## src/rtl/hc595_pkg.sv

```systemverilog
// Shared definitions for the 74HC595 serial driver and any receiver-side model.
package hc595_pkg;

    typedef enum logic [2:0] {
        ST_IDLE,
        ST_SH_LO,
        ST_SH_HI,
        ST_LATCH_HI,
        ST_LATCH_LO
    } hc595_state_t;

    // 595 pin polarities: OE is active low, SHCP/STCP idle low.
    localparam logic OE_ACTIVE   = 1'b0;
    localparam logic OE_INACTIVE = 1'b1;
    localparam logic CLK_IDLE    = 1'b0;
    localparam logic CLK_ACTIVE  = 1'b1;

endpackage

```

## src/rtl/hc595_tick.sv

```systemverilog
// Half-period pacing counter: tick is high on the last of every DIV cycles.
module hc595_tick
    import hc595_pkg::*;
#(
    parameter int DIV = 4
) (
    input  logic clk,
    input  logic rst,
    input  logic clr,
    output logic tick
);

    localparam int            CW   = (DIV > 1) ? $clog2(DIV) : 1;
    localparam logic [CW-1:0] LAST = CW'(DIV - 1);

    logic [CW-1:0] cnt_q, cnt_d;

    always_comb begin
        cnt_d = cnt_q + 1'b1;
        if (clr || cnt_q == LAST) begin
            cnt_d = '0;
        end
    end

    always_ff @(posedge clk) begin
        if (rst) begin
            cnt_q <= '0;
        end else begin
            cnt_q <= cnt_d;
        end
    end

    assign tick = (cnt_q == LAST);

endmodule

```

## src/rtl/hc595_driver.sv

```systemverilog
// 74HC595 chain transmitter: shifts a parallel word out MSB first, then pulses STCP.
module hc595_driver
    import hc595_pkg::*;
#(
    parameter int WIDTH = 8,
    parameter int DIV   = 4
) (
    input  logic             clk,
    input  logic             rst,
    input  logic             start,
    input  logic [WIDTH-1:0] data_in,
    output logic             busy,
    output logic             done,
    output logic             ds,
    output logic             shcp,
    output logic             stcp,
    output logic             oe_n
);

    localparam int            BW       = $clog2(WIDTH + 1);
    localparam logic [BW-1:0] LAST_BIT = BW'(WIDTH - 1);

    hc595_state_t     state_q, state_d;
    logic [WIDTH-1:0] shreg_q, shreg_d;
    logic [BW-1:0]    bitcnt_q, bitcnt_d;
    logic             busy_q, busy_d;
    logic             done_q, done_d;
    logic             ds_q, ds_d;
    logic             shcp_q, shcp_d;
    logic             stcp_q, stcp_d;
    logic             oe_n_q, oe_n_d;
    logic             tick;
    logic             tick_clr;

    // Counter restarts on every phase change and is held clear while idle.
    assign tick_clr = (state_d != state_q) || (state_q == ST_IDLE);

    hc595_tick #(.DIV(DIV)) u_tick (
        .clk  (clk),
        .rst  (rst),
        .clr  (tick_clr),
        .tick (tick)
    );

    always_comb begin
        state_d  = state_q;
        shreg_d  = shreg_q;
        bitcnt_d = bitcnt_q;
        done_d   = 1'b0;
        oe_n_d   = oe_n_q;

        case (state_q)
            ST_IDLE: begin
                // The done cycle still belongs to the previous transfer.
                if (start && !done_q) begin
                    shreg_d  = data_in;
                    bitcnt_d = '0;
                    state_d  = ST_SH_LO;
                end
            end
            ST_SH_LO: begin
                if (tick) state_d = ST_SH_HI;
            end
            ST_SH_HI: begin
                if (tick) begin
                    shreg_d  = shreg_q << 1;
                    bitcnt_d = bitcnt_q + 1'b1;
                    state_d  = (bitcnt_q == LAST_BIT) ? ST_LATCH_HI : ST_SH_LO;
                end
            end
            ST_LATCH_HI: begin
                if (tick) state_d = ST_LATCH_LO;
            end
            ST_LATCH_LO: begin
                if (tick) begin
                    state_d = ST_IDLE;
                    done_d  = 1'b1;
                    oe_n_d  = OE_ACTIVE;
                end
            end
            default: state_d = ST_IDLE;
        endcase

        // Pins are decoded from the next state so they register alongside it.
        busy_d = (state_d != ST_IDLE);
        ds_d   = ((state_d == ST_SH_LO) || (state_d == ST_SH_HI)) ? shreg_d[WIDTH-1] : 1'b0;
        shcp_d = (state_d == ST_SH_HI)    ? CLK_ACTIVE : CLK_IDLE;
        stcp_d = (state_d == ST_LATCH_HI) ? CLK_ACTIVE : CLK_IDLE;
    end

    always_ff @(posedge clk) begin
        if (rst) begin
            state_q  <= ST_IDLE;
            shreg_q  <= '0;
            bitcnt_q <= '0;
            busy_q   <= 1'b0;
            done_q   <= 1'b0;
            ds_q     <= 1'b0;
            shcp_q   <= CLK_IDLE;
            stcp_q   <= CLK_IDLE;
            oe_n_q   <= OE_INACTIVE;
        end else begin
            state_q  <= state_d;
            shreg_q  <= shreg_d;
            bitcnt_q <= bitcnt_d;
            busy_q   <= busy_d;
            done_q   <= done_d;
            ds_q     <= ds_d;
            shcp_q   <= shcp_d;
            stcp_q   <= stcp_d;
            oe_n_q   <= oe_n_d;
        end
    end

    assign busy = busy_q;
    assign done = done_q;
    assign ds   = ds_q;
    assign shcp = shcp_q;
    assign stcp = stcp_q;
    assign oe_n = oe_n_q;

endmodule

```

## config.mk

```make
export PLATFORM = sky130hd
export DESIGN_NAME = hc595_driver
export DESIGN_NICKNAME = d
export VERILOG_FILES = /design/src/rtl/hc595_pkg.sv /design/src/rtl/hc595_tick.sv /design/src/rtl/hc595_driver.sv
export SDC_FILE = /design/constraint.sdc
export NUM_CORES = 1
export LEC_CHECK = 0
export CAP_MARGIN = 20
export CORE_UTILIZATION = 45
export CTS_CLUSTER_DIAMETER = 60
export DETAILED_ROUTE_END_ITERATION = 8
export PLACE_DENSITY = 0.68
export SLEW_MARGIN = 0
export SYNTH_ARGS = -nofsm -noshare
export SYNTH_HDL_FRONTEND = slang
export SYNTH_SLANG_ARGS = --single-unit
```

## constraint.sdc

```tcl
create_clock -name clk -period 4.2 [get_ports clk]
set_input_delay 0.63 -clock clk [delete_from_list [all_inputs] [get_ports clk]]
set_output_delay 0.63 -clock clk [all_outputs]
set_load 0.05 [all_outputs]
```

==> key figures <==
Run status
  – Outcome: completed

Setup path
  – Arr. time, crit path: 1470 ps
  – Critical Path RT: 3570 ps
  – CP Cell Sequence: clkdlybuf4s50_1
  – Worst path bufs/invs: 1
  – Cell count along the critical path: 1
  – Critical Path Slowest Stage Cell: clkdlybuf4s50_1
  – CP max FO: 2
  – Worst reg2reg path depth: 5
  – Largest stage delay, worst path: 800 ps
  – Critical path type: flip-flop to output pin
  – Reg-to-reg endpoint: shreg_q[5]
  – CP delay by family, top: buffers and inverters
  – Worst setup EP type: output pin
  – Worst reg2reg startpoint: u_tick.cnt_q[0]
  – R2R setup slack: 2350 ps
  – CP Launch Type: flip-flop

Place
  – Worst Setup Slack post-DPL: 2000 ps
  – Inst Count DP: 157
  – GPL Wtd Cong: 0.813
  – Final HPWL DP: 1480 microns
  – IO buf count: 16

STA
  – Tcrit/Tclk final: 50.0%
  – Fmax: 0.476 GHz
  – RSZ-0062 raised after global routing: false
  – Final setup vio count: 0
  – Skew final: 7.42 ps
  – Final hold slack: 477 ps
  – Relative slew slack: 47.1%
  – Measured slew at the worst slew-check pin: 790 ps
  – Setup TNS: 0 ps
  – Final hold violation count: 0
  – Setup ws final: 2100 ps
  – Shortest period the worst path allows: 2100 ps
  – Final max-slew violation count: 0

Power and ir drop
  – VDD IR max: 0.000249 V
  – Static leakage: 0.462 nW
  – PwrDens: 328 nW/um^2

Global routing
  – Largest net degree at the start of global routing: 21
  – Total gr overflow: 0
  – Vias in the first global route: 748
  – Initial antenna violation count: 0
  – GRT Total Usage: 17.1%
  – Global-route wire length before repair: 3310 microns

Clock tree
  – Clock-pin slew on the worst setup and hold paths: 130 ps
  – CTS root buf: clkbuf_4
  – CTS Buf Count: 3
  – Worst skew pair latency: 310 ps
  – Post-CTS Setup Bufs: 0
  – Clock tree sinks: 23
  – Hold buffer count at cts: 0
  – Htree depth: 1
  – Max Root-Sink Buffers: 2
  – Post_cts resized: 0
  – CTS tree: built

Routing
  – 1st-iter DRT viols: 13
  – Detail Route Antenna Nets: 0
  – Drt drc: 0
  – Vias: 881
  – Routed wire length per instance: 12.5 microns
  – Vias per std cell: 5.47
  – First-pass DRT Iterations: 4
  – Final wirelength: 2020 microns

Hold path
  – Hold depth: 2
  – Hold path start: shreg_q[2]
  – WHS Endpoint: shreg_q[3]
  – Hold Crit Class: flip-flop to flip-flop

Yosys
  – Synthesized area: 1120 sq um
  – Post-Syn Nets: 135
  – Top cell type's share of synthesized area: 41.1%
  – Synth async-reset ratio: 0%
  – EDFF count, synth: 0
  – Sequential element share of the synthesized area: 41.1%
  – Syn avg cell area: 9.25 sq um
  – Post-synthesis cell type count: 41
  – Post-synth top area cell: dfxtp_1
  – Ranking of synthesized cells by area: dfxtp_1, a221oi_1, o21ai_0, ha_1, inv_1
  – Synth Instances: 121
  – Ys flop type: dfxtp_1
  – #FFs+latches synth: 23
  – Yosys Warn Count: 0

Cells and area
  – Commonest non-fill, non-tap cells in the layout: dfxtp_1, clkdlybuf4s50_1, inv_1, nand2_1, nor2_1
  – Fraction of layout cells with a size suffix above 1: 10.5%
  – Area grow syn2layout: 15.9%
  – Non-filler instance count after layout: 161
  – Commonest non-fill, non-tap cell in the layout: dfxtp_1
  – Nets@finish: 148
  – ANT cells: 0

Floorplanning
  – Die area: 2690 sq um
  – Rows: 17
  – Vert. Die Dim: 51.9 microns
  – Starting Density: 49.2%
  – Horiz. Die Dim: 51.9 microns
  – CORE AREA: 2280 sq um
  – Top Ports: 17

Job
  – Max_cap viols: 0
-- worst register-to-register path, delay by kind of cell, from the launching register on --
kind                       cells  cell delay [ps]
AOI/OAI and AO/OA              1              270
DFF                            1              400
adders and majority gates      1              390
buffers and inverters          1              130
and+or+nand+nor                2              560
-- worst max-delay path by stage --
stage | to | start
floorplan | shcp | done
global placement | shcp | rst
detailed placement | shcp | rst
CTS | done | done
global route | done | done
finish | oe_n | oe_n
-- through the flow --
stage / util (%) / instance area, sq um / power (mW)
2_1_floorplan: - / 1120 / 0.307
3_3_place_gp: 55.8 / 1270 / 0.328
3_5_place_dp: 55.8 / 1270 / 0.330
4_1_cts: 57.0 / 1300 / 0.429
5_1_grt: 57.0 / 1300 / 0.450
6_report: 57.0 / 1300 / 0.426
-- area by class of cell --
cell class / instances / area [sq um]
repair buffers: 16 / 160
clock buffers: 3 / 22.5
well taps: 28 / 35.0
clock inverters: 1 / 5.00
flip-flops and latches: 23 / 460
multi-input cells: 79 / 573
inverters: 11 / 41.3
fillers: 202 / 978
-- flip-flops by register name (all words and copies together), names as in the netlist --
name / cells
shcp: 1
done: 1
u_tick.cnt_q: 2
stcp: 1
shreg_q: 8
state_q: 3
oe_n: 1
bitcnt_q: 4
busy: 1
ds: 1
-- kinds of logic (layout without fill, tap and decap cells) --
kind of cell,count (synthesis),after routing,share of synthesized area [%]
adder cells (fa/ha/maj),3,3,3.35
buffers and inverters,19,31,7.71
AO/OA/AOI/OAI,29,29,17.5
XOR/XNOR,3,3,2.35
flip-flops,23,23,41.1
AND/OR/NAND/NOR,44,44,27.9
-- cell usage after synthesis (all sizes together), types with 2 or more instances --
library cell / instances
dfxtp: 23
nand3: 3
buf: 5
nor4: 2
nor2: 9
nor2b: 3
nor4b: 2
a221oi: 6
nand2: 10
a21oi: 6
ha: 3
clkbuf: 3
xor2: 2
inv: 11
nor3: 5
o21ai: 10
a211oi: 2
-- power by group --
group | switching (mW) | total [mW] | internal [mW]
clock network | 0.0657 | 0.101 | 0.0356
registers | 0.0138 | 0.247 | 0.233
logic | 0.0417 | 0.0779 | 0.0362
total | 0.121 | 0.426 | 0.305
-- routing by layer --
layer | wire length (microns) | GRT usage [%]
met5 | 0 | 0
met3 | 92 | 6.14
met2 | 878 | 26.9
met4 | 17 | 5.41
met1 | 1030 | 21.4
Note: power is estimated with default switching activity, not from simulation.
